**src/rtl/long_div_param.sv**
```systemverilog
// long_div_param
//
// Computes (num_in * 2^len) mod modulus with a bit-serial restoring
// reduction. The operand is first reduced one bit per cycle, MSB first,
// over WIDTH cycles. The remainder is then doubled and reduced len more
// times. The result appears on ld_out together with a one-cycle md_end
// pulse, WIDTH+len+1 cycles after the start edge.
//
// Optional build macro: LONG_DIV_ZERO_CHECK_EN
//   defined   : a zero modulus is rejected at capture. The block goes
//               straight to DONE, returns ld_out=0 and raises div_err.
//   undefined : div_err is tied low. A zero modulus runs through the
//               normal datapath, giving (num_in << len) truncated.
//
// Ports
//   clk      : clock; all state changes on its rising edge
//   rstn     : synchronous active-low reset
//   md_start : start request, ignored while busy
//   len      : shift count, log2(R)
//   num_in   : operand, any value
//   modulus  : modulus m
//   md_end   : one-cycle completion pulse
//   ld_out   : registered result, held until the next completion or reset
//   busy     : operation in flight (REDUCE, SHIFT, DONE)
//   div_err  : last operation was rejected for m = 0
//
// state  | meaning
// IDLE   | waiting for md_start; operands captured on accept
// REDUCE | WIDTH cycles, one operand bit shifted into the remainder per cycle
// SHIFT  | len cycles, remainder doubled and reduced
// DONE   | result transferred to ld_out, md_end raised for the next cycle

module long_div_param #(
    parameter int WIDTH = 32,
    parameter int LEN_W = 8
) (
    input  logic             clk,
    input  logic             rstn,
    input  logic             md_start,
    input  logic [LEN_W-1:0] len,
    input  logic [WIDTH-1:0] num_in,
    input  logic [WIDTH-1:0] modulus,
    output logic             md_end,
    output logic [WIDTH-1:0] ld_out,
    output logic             busy,
    output logic             div_err
);

    localparam logic [1:0] S_IDLE   = 2'd0;
    localparam logic [1:0] S_REDUCE = 2'd1;
    localparam logic [1:0] S_SHIFT  = 2'd2;
    localparam logic [1:0] S_DONE   = 2'd3;

    // The counter must hold both WIDTH-1 (up to 63) and 2^LEN_W-1.
    localparam int CNT_W = (LEN_W > 7) ? LEN_W : 7;

    logic [1:0]       state;
    logic [WIDTH-1:0] num_q;
    logic [LEN_W-1:0] len_q;
    logic [WIDTH-1:0] mod_q;
    logic [WIDTH-1:0] r_q;
    logic [CNT_W-1:0] cnt_q;

    logic             shift_bit;
    logic [WIDTH:0]   t_val;
    logic [WIDTH:0]   t_sub;
    logic [WIDTH-1:0] r_nxt;

    // t is one bit wider than r. Because r < m, 2r+1 < 2m, so the
    // intermediate value cannot overflow for any m up to 2^WIDTH-1.
    always_comb begin
        shift_bit = 1'b0;
        if (state == S_REDUCE) begin
            shift_bit = num_q[WIDTH-1];
        end
        t_val = {r_q, shift_bit};
        t_sub = t_val - {1'b0, mod_q};
        r_nxt = t_val[WIDTH-1:0];
        if (t_val >= {1'b0, mod_q}) begin
            r_nxt = t_sub[WIDTH-1:0];
        end
    end

    assign busy = (state != S_IDLE);

    always_ff @(posedge clk) begin
        if (!rstn) begin
            state  <= S_IDLE;
            num_q  <= '0;
            len_q  <= '0;
            mod_q  <= '0;
            r_q    <= '0;
            cnt_q  <= '0;
            md_end <= 1'b0;
            ld_out <= '0;
        end else begin
            md_end <= 1'b0;
            case (state)
                S_IDLE: begin
                    if (md_start) begin
                        num_q <= num_in;
                        len_q <= len;
                        mod_q <= modulus;
                        r_q   <= '0;
                        cnt_q <= CNT_W'(WIDTH - 1);
`ifdef LONG_DIV_ZERO_CHECK_EN
                        if (modulus == '0) begin
                            state <= S_DONE;
                        end else begin
                            state <= S_REDUCE;
                        end
`else
                        state <= S_REDUCE;
`endif
                    end
                end
                S_REDUCE: begin
                    r_q   <= r_nxt;
                    num_q <= {num_q[WIDTH-2:0], 1'b0};
                    if (cnt_q == '0) begin
                        if (len_q == '0) begin
                            state <= S_DONE;
                        end else begin
                            cnt_q <= CNT_W'(len_q) - CNT_W'(1);
                            state <= S_SHIFT;
                        end
                    end else begin
                        cnt_q <= cnt_q - CNT_W'(1);
                    end
                end
                S_SHIFT: begin
                    r_q <= r_nxt;
                    if (cnt_q == '0) begin
                        state <= S_DONE;
                    end else begin
                        cnt_q <= cnt_q - CNT_W'(1);
                    end
                end
                default: begin
                    md_end <= 1'b1;
                    ld_out <= r_q;
                    state  <= S_IDLE;
                end
            endcase
        end
    end

`ifdef LONG_DIV_ZERO_CHECK_EN
    // Set on a rejected start and held until the next accepted start.
    logic div_err_q;

    always_ff @(posedge clk) begin
        if (!rstn) begin
            div_err_q <= 1'b0;
        end else if ((state == S_IDLE) && md_start) begin
            div_err_q <= (modulus == '0);
        end
    end

    assign div_err = div_err_q;
`else
    assign div_err = 1'b0;
`endif

endmodule

```
**config.mk**
```make
export PLATFORM = sky130hd
export DESIGN_NAME = long_div_param
export DESIGN_NICKNAME = d
export VERILOG_FILES = /design/src/rtl/long_div_param.sv
export SDC_FILE = /design/constraint.sdc
export NUM_CORES = 1
export LEC_CHECK = 0
export CAP_MARGIN = 25
export CORE_MARGIN = 10
export CORE_UTILIZATION = 55
export CTS_BUF_LIST = sky130_fd_sc_hd__clkbuf_2 sky130_fd_sc_hd__clkbuf_4 sky130_fd_sc_hd__clkbuf_8
export DETAILED_ROUTE_END_ITERATION = 8
export GPL_TIMING_DRIVEN = 0
export PLACE_DENSITY = 0.91
export SYNTH_ARGS = -nofsm -noshare
export SYNTH_HDL_FRONTEND = slang
export SYNTH_SLANG_ARGS = --single-unit
```
**constraint.sdc**
```tcl
create_clock -name clk -period 6.1 [get_ports clk]
set_input_delay 1.22 -clock clk [delete_from_list [all_inputs] [get_ports clk]]
set_output_delay 1.22 -clock clk [all_outputs]
set_load 0.01 [all_outputs]
```
# After elaboration in Yosys (flattened, before gate mapping)
# Cells that the tools add are included.
# op_classes
eq_ne	7
magnitude_cmp	1
mux	17
addsub	3
reduce_logical	14
# op_table
cell	count
one-hot mux 32 bit (2 select lines)	2
2-to-1 mux 32 bit	3
greater-or-equal comparator 33 x 32 -> 1 bit	1
2-to-1 mux 8 bit	4
subtractor 32 bit	1
one-hot mux 8 bit (3 select lines)	1
logical NOT 8 bit	2
subtractor 8 x 1 -> 8 bit, second input constant	2
2-to-1 mux 2 bit	3
!= test 2 bit, second input constant	3
one-hot mux 2 bit (3 select lines)	1
AND reduction 2 bit	3
nonzero test 2 bit	3
AND reduction 4 bit	1
2-to-1 mux 1 bit	3
!= test 3 bit, second input constant	1
AND reduction 3 bit	1
nonzero test 3 bit	1
OR reduction 3 bit	1
== test 2 x 1 -> 1 bit, second input constant	1
== test 2 bit, second input constant	1
logical NOT 2 bit	1
!= test 2 x 1 -> 1 bit, second input constant	1
OR reduction 2 bit	1
# totals
wordCells	50
output_inout_bits	35
in_bits	75
ff_bits	147

# Depth between registers and ports, before layout
# Gate-level depths: netlist of the first run.
# depth
ltp_word	5
mapped_depth	15
ltp_nobuf	13

# Worst setup path before layout of the first run
# Ideal clock, no wire load.
# synth_timing
kind	register to register
from	register state[1]
to	register r_q[24]
t_required_ns	5.978
path_slack_ns	3.062
period_less_slack_ns	3.038
stages_incl_launch_ff	15
n_path_buf	1
setup_ns	0.122
arrival_ns	2.916
path_cell_list	dfxtp_1 -> inv_1 -> ha_1 -> clkbuf_1 -> nand2_1 -> ha_1 -> fa_1 -> nor2b_1 -> o31a_1 -> o21ai_0 -> a21oi_1 -> nor2b_1 -> mux2i_1 -> nor3_1 -> a221o_1
# synth_via
elab_chain_cells	5
elab_cells_between_ends	12
cone_classes	1 x add/sub; 1 x order compare; 3 x eq/ne; 3 x mux; 4 x reduce/logical
# synth_lines
element	line	source
start: declaration	57	logic [1:0] state;
start signal: assignment	88	state <= S_IDLE;
start signal: assignment	113	state <= S_REDUCE;
start signal: assignment	122	state <= S_DONE;
== test 2 x 1 -> 1 bit	73, 98	
2-to-1 mux 1 bit	73	if (state == S_REDUCE) begin
subtractor 32 bit / greater-or-equal comparator 33 x 32 -> 1 bit (equally long branches)	77, 79	
2-to-1 mux 32 bit	79	if (t_val >= {1'b0, mod_q}) begin
one-hot mux 32 bit (2 select lines)	98	case (state)
end signal: assignment	118	r_q <= r_nxt;
end signal: assignment	132	r_q <= r_nxt;
end: declaration	61	logic [WIDTH-1:0] r_q;
# Several ways; a longest one is shown, not always the timed one.
# A chain may end at the register's enable or synchronous reset.

# Worst setup path after layout of the first run
# layout_timing
from	register state[1]
to	register r_q[26]
# The elaborated chain is that of the path after synthesis.

==> metrics.txt, run 1 <==
HP Class reg2reg; clock buffer depth 2; largest net degree at the start of global routing 17; sequential-to-total area share from yosys stat 35.7%; NumNets Final 1235; Worst setup SP type flip-flop; WL final 21.8 mm; worst slew pin tran 0.796 ns; RSZ-0062 raised after global routing false; PortBufs 107; share of cells above drive strength 1 4.50%; Area after DPL 0.00954 mm^2; drt pass-1 iters 5; Die X 142 um; Vias/cell 5.69; Ports 110; Num CTS Buffers 17; worst path cell trace inv_1, ha_1, clkbuf_1, nand2_1, ha_1, fa_1, nor2b_1, o31a_1, o21a_1, a41oi_1, o21bai_1, a211oi_1, xor2_1, o21ai_0; VDD IR max 0.516 mV; Syn Nets 1109; Starting Density 56.5%; Iter 0 DRT Violations 539; first-pass GRT wire length 35.7 mm; CP Data Required Time 6.48 ns; initial antenna violation count 0; vias in the first global route 7341; Crit path top cell by count ha_1; Rel. slew slack 46.9%; Synth Register Bits 147; CTS tree yes; run status finished clean; Setup TNS 0 ns; Synth Instances 995; clock tree sinks 147; clk_skew 0.0145 ns; ANT nets after route 0; row count 44; vias post-DR 7506; DIE HEIGHT 142 um; core area 0.0146 mm^2; Syn Area/Cell 8.28 um^2; hpwl dp 16.4 mm; Post-synth EDFFs 0; Ys Warns 0; mapped cell area 0.00824 mm^2; post_cts resized 0; Hold Vio Cnt, Final 0; setup violators final 0; post-route cell area 0.00999 mm^2; drt wl/cell 16.5 um; Worst Setup End Kind flip-flop; Leak 4.11 nW; ys async rst share 0%; post-CTS setup buffer count 0; full die area 0.0203 mm^2; Tcrit/Tclk final 63.9%; Max-cap violations 0; ANT cells 0; fill count 1145; Critical Path Fanout Max 10; CP Class reg2reg; Slowest cell on crit path o21bai_1; Syn-to-layout area delta 21.3%; CTS root buffer clkbuf_8; DRC Markers 0; max frequency 256 MHz; fin crit period 3.90 ns; Data arrival, critical path 4.28 ns; gr ovfl total 0; Distinct cells, synth 59; htree depth 4; GP Congestion 1.00; count of pins over their slew limit 0; hold buffers post-CTS 0; Max stage delay on crit path 0.50 ns; pwr/cell area 675 mW/mm^2; GRT Overall Usage 21.2%; Worst-Skew Late Latency 0.46 ns; Worst-path clk slew 0.09 ns; ys flop type dfxtp_1
==> critical path, delay by kind of cell (launching register included) <==
kind | cells | cell delay (ns)
adder cells (fa/ha/maj) | 3 | 0.90
XOR/XNOR | 1 | 0.16
buffers and inverters | 2 | 0.48
AND/OR/NAND/NOR | 2 | 0.39
AO/OA/AOI/OAI | 6 | 1.54
flip-flops | 1 | 0.35
==> state kept, by name, indices dropped and copies added, names as in the netlist <==
signal / flops
mod_q: 32
cnt_q: 8
state: 2
ld_out: 32
len_q: 8
num_q: 32
md_end: 1
r_q: 32
==> kinds of logic (layout without fill, tap and decap cells) <==
kind of cell / after synthesis / in the layout / synth area share, %
flops: 147 / 147 / 35.7
fa+ha+maj: 39 / 39 / 6.01
other cells: 1 / 1 / 0.0455
xor+xnor: 34 / 34 / 3.61
compound gates: 258 / 258 / 21.5
mux: 79 / 79 / 9.60
buf+inv: 111 / 250 / 5.65
simple gates: 326 / 326 / 17.9
==> synth_stat cells, types with 2 or more instances <==
cell type / number / area share (%)
dfxtp_1: 147 / 36
xnor2_1: 18 / 1.9
nor4_1: 2 / 0.15
nand4_1: 12 / 0.91
nand3_1: 12 / 0.73
buf_6: 2 / 0.27
a21o_1: 8 / 0.73
nor2_1: 47 / 2.1
a21boi_0: 44 / 4.0
nor3_1: 14 / 0.85
nor2b_1: 43 / 3.3
and3_1: 4 / 0.30
o31ai_1: 3 / 0.27
o21ai_0: 54 / 3.3
mux2i_1: 79 / 9.6
a21oi_1: 49 / 3.0
nand3b_1: 3 / 0.27
nand2_1: 169 / 7.7
o21bai_1: 3 / 0.27
o211ai_1: 2 / 0.18
o22ai_1: 2 / 0.15
clkbuf_2: 2 / 0.12
a221o_1: 4 / 0.49
a21oi_2: 2 / 0.21
o21ai_1: 15 / 0.91
o211a_1: 31 / 3.8
and2_1: 7 / 0.53
buf_2: 4 / 0.24
o221ai_1: 3 / 0.32
buf_4: 4 / 0.36
a22oi_1: 5 / 0.46
a211oi_1: 7 / 0.64
xor2_1: 16 / 1.7
inv_1: 48 / 2.2
nand2b_1: 5 / 0.38
a32oi_1: 6 / 0.64
or3_1: 3 / 0.23
clkbuf_1: 50 / 2.3
o21a_1: 6 / 0.55
ha_1: 38 / 5.8
a31oi_1: 4 / 0.30
==> worst paths after layout <==
path / from / to / slack (ns) / depth (start not counted)
setup / recovery: state[1] / r_q[26] / 2.20 / 14
hold / removal: mod_q[22] / mod_q[22] / 0.47 / 2
setup reg to reg: state[1] / r_q[26] / 2.20 / 14
hold reg to reg: mod_q[22] / mod_q[22] / 0.47 / 2
==> layout make-up <==
type,instances,area [um^2],area share (%)
inverters,48,180,1.80
repair buffers,107,1070,10.7
multi-input cells,737,4830,48.4
flip-flops and latches,147,2940,29.5
clock buffers,21,277,2.77
well taps,184,230,2.30
clock inverters,11,174,1.74
plain buffers,63,285,2.86
==> cells in the final DEF (no fill, tap or decap), types with 44 or more instances in the layout <==
cell | netlist | routed
nand2_1 | 169 | 169
a21boi_0 | 44 | 44
nor2_1 | 47 | 47
mux2i_1 | 79 | 79
inv_1 | 48 | 48
o21ai_0 | 54 | 54
dfxtp_1 | 147 | 147
a21oi_1 | 49 | 49
clkbuf_1 | 50 | 50
clkdlybuf4s50_1 | 0 | 107
==> report_power, final <==
part           leakage, nW  total, W  switching, W  internal [W]
logic                 2.68   0.00445       0.00259       0.00186
clock network        0.232  0.000865      0.000385      0.000481
registers             1.20   0.00143      0.000209       0.00122
total                 4.11   0.00674       0.00319       0.00356
==> metal layers <==
metal	up-vias	wire length [um]	track usage, %
met5	-	0	0
met4	0	591	8.68
met3	46	1860	5.97
met2	280	10100	34.3
met1	3468	9240	25.9
li1	3712	-	-
==> stage by stage <==
step / power, W / setup slack [ns] / cells / util, % / hold WS [ns]
2_1_floorplan: 0.00484 / 3.06 / 995 / - / 0.443
3_3_place_gp: 0.00568 / 2.46 / 1286 / 65.4 / 0.451
3_5_place_dp: 0.00578 / 2.40 / 1286 / 65.4 / 0.458
4_1_cts: 0.00666 / 2.34 / 1318 / 68.5 / 0.469
5_1_grt: 0.00725 / 2.02 / 1318 / 68.5 / 0.493
6_report: 0.00674 / 2.20 / 1318 / 68.5 / 0.465
Note: power is estimated with default switching activity, not from simulation.
==> inputs of run 2 (changes only) <==
==> constraint.sdc (replaced) <==
create_clock -name clk -period 4 [get_ports clk]
set_input_delay 0.8 -clock clk [delete_from_list [all_inputs] [get_ports clk]]
set_output_delay 0.8 -clock clk [all_outputs]
set_load 0.01 [all_outputs]
==> run 2 against run 1 <==
  * Maximum frequency rose by 5.5%
  * Die area unchanged
  * First-iteration DRC count shrank 11%
  * Cell count unchanged
  * Global-route usage did not move
  * Critical path depth shrank 1
  * Total power is 52% higher
  * Sequential share of layout area hardly changed
  * Flip-flop and latch count unchanged
  * Critical endpoint is now r_q[24]
==> metrics.txt, run 2 (synthesized netlist as in run 1, its figures left out) <==
first-pass GRT wire length 35.7 mm (unchanged); WL final 21.8 mm (-0.11%); HP Class reg2reg; VDD IR max 0.780 mV (+51%); fin crit period 3.70 ns (-0.205 ns); worst path cell trace ha_1, clkbuf_2, nand2_1, ha_1, fa_1, nor2b_1, o31a_1, o21ai_0, a21oi_1, nor2b_1, mux2i_1, nor3_1, a221o_1; clock buffer depth 2 (unchanged); GP Congestion 1.00 (unchanged); hpwl dp 16.4 mm (unchanged); worst setup path end r_q[24]; Worst Setup End Kind flip-flop; Vias/cell 5.69 (about the same); gr ovfl total 0 (unchanged); Slowest cell on crit path dfxtp_1; Leak 4.12 nW (+0.19%); Max stage delay on crit path 0.40 ns (-0.10 ns); fill count 1145 (unchanged); RSZ-0062 raised after global routing false; initial antenna violation count 0 (unchanged); GRT Overall Usage 21.2% (unchanged); pwr/cell area 1030 mW/mm^2 (+52%); Starting Density 56.5% (unchanged); worst slew pin tran 0.790 ns (-0.00585 ns); PortBufs 107 (unchanged); Ports 110 (unchanged); Hold Vio Cnt, Final 0 (unchanged); htree depth 4 (unchanged); Final Non-Filler Cells 1318 (unchanged); Data arrival, critical path 4.04 ns (-0.24 ns); NumNets Final 1235 (unchanged); most frequent cells in the layout nand2_1 (169), dfxtp_1 (147), clkdlybuf4s50_1 (107); ANT cells 0 (unchanged); count of pins over their slew limit 0 (unchanged); worst r2r dst r_q[24]; Die X 142 um (unchanged); R2R cell count 13 (-1); full die area 0.0203 mm^2 (unchanged); Worst-path clk slew 0.09 ns (about the same); placed cells 1286 (unchanged); area occupied by multi-input gates 0.00483 mm^2 (about the same); CTS tree yes; register area 0.00294 mm^2 (unchanged); vias post-DR 7504 (-0.027%); Worst-Skew Late Latency 0.46 ns (about the same); drt pass-1 iters 5 (unchanged); CP Class reg2reg; DRC Markers 0 (unchanged); CTS root buffer clkbuf_8; Iter 0 DRT Violations 482 (-11%); Max-cap violations 0 (unchanged); hold buffers post-CTS 0 (unchanged); vias in the first global route 7341 (unchanged); post-CTS setup buffer count 0 (unchanged); clk_skew 0.0140 ns (-0.000494 ns); Worst setup SP type flip-flop; ANT nets after route 0 (unchanged); clock tree sinks 147 (unchanged); Setup TNS 0 ns (unchanged); setup violators final 0 (unchanged); crit path launch state[0]; core area 0.0146 mm^2 (unchanged); run status finished clean; Critical Path Fanout Max 10 (unchanged); most common cell after layout, fill and taps aside nand2_1; reg2reg setup slack 0.30 ns (-1.90 ns); cell depth of the worst setup path 13 (-1); max frequency 271 MHz (+5.5%); largest net degree at the start of global routing 17 (unchanged); row count 44 (unchanged); DIE HEIGHT 142 um (unchanged); CP Data Required Time 4.35 ns (-2.13 ns); Tcrit/Tclk final 92.4% (+28 points); Syn-to-layout area delta 21.3% (about the same); cell family with most CP delay compound AO/OA/AOI/OAI gates; Rel. slew slack 47.3% (+0.39 points); crit path buf inv count 1 (-1); r2r startpoint state[0]; drt wl/cell 16.5 um (-0.11%); Num CTS Buffers 17 (unchanged); share of cells above drive strength 1 4.67% (+0.18 points)
==> run 2: cell type report <==
class                      instances  share of cell area [%]
tap                              184                    2.30
clock buffer                      21                    2.77
timing repair buffer             107                    10.7
inverter                          48                    1.80
multi-input combinational        737                    48.4
sequential                       147                    29.4
buffer                            63                    2.87
clock inverter                    11                    1.74
==> run 2: repair_timing <==
item,CTS,global route
hold endpoints to repair,0,0
endpoints found under the setup margin,0,3
gates resized for setup,0,3
==> run 2: how the worst min path moves through the flow <==
stage,cells past startpoint,endpoint,from
2_1_floorplan,2,mod_q[31],mod_q[31]
3_3_place_gp,2,mod_q[9],mod_q[9]
3_5_place_dp,2,mod_q[7],mod_q[7]
4_1_cts,2,mod_q[7],mod_q[7]
5_1_grt,2,mod_q[7],mod_q[7]
6_report,2,mod_q[22],mod_q[22]
==> run 2: report_power, final <==
group          switching (W)  internal, W
logic                0.00394      0.00285
clock network       0.000586     0.000733
registers           0.000319      0.00186
==> run 2: stage by stage <==
step                      total power (W)  cell area (um^2)  setup WS (ns)  hold WS (ns)  utilization [%]
final                              0.0103             10000          0.304         0.464             68.5
after global routing               0.0111             10000          0.174         0.493             68.5
after CTS                          0.0102              9990          0.238         0.469             68.5
after detailed placement          0.00881              9540          0.299         0.458             65.4
after global placement            0.00866              9540          0.357         0.451             65.4
after floorplan                   0.00738              8240          0.962         0.443                -
==> run 2: per-layer routing <==
metal | up-vias | global-route usage [%] | share of wire (%)
met5 | - | 0 | 0
met4 | 0 | 8.68 | 2.6
met3 | 47 | 5.97 | 8.6
met2 | 281 | 34.3 | 47
met1 | 3463 | 25.9 | 42
li1 | 3713 | - | -
==> run 2: worst reg2reg max path: cells and delay by family, from the launching register on <==
| family | cells | cell delay, ns |
|---|---|---|
| compound gates | 4 | 1.04 |
| fa+ha+maj | 3 | 0.92 |
| buf+inv | 1 | 0.28 |
| flops | 1 | 0.40 |
| mux | 1 | 0.23 |
| simple gates | 4 | 0.72 |
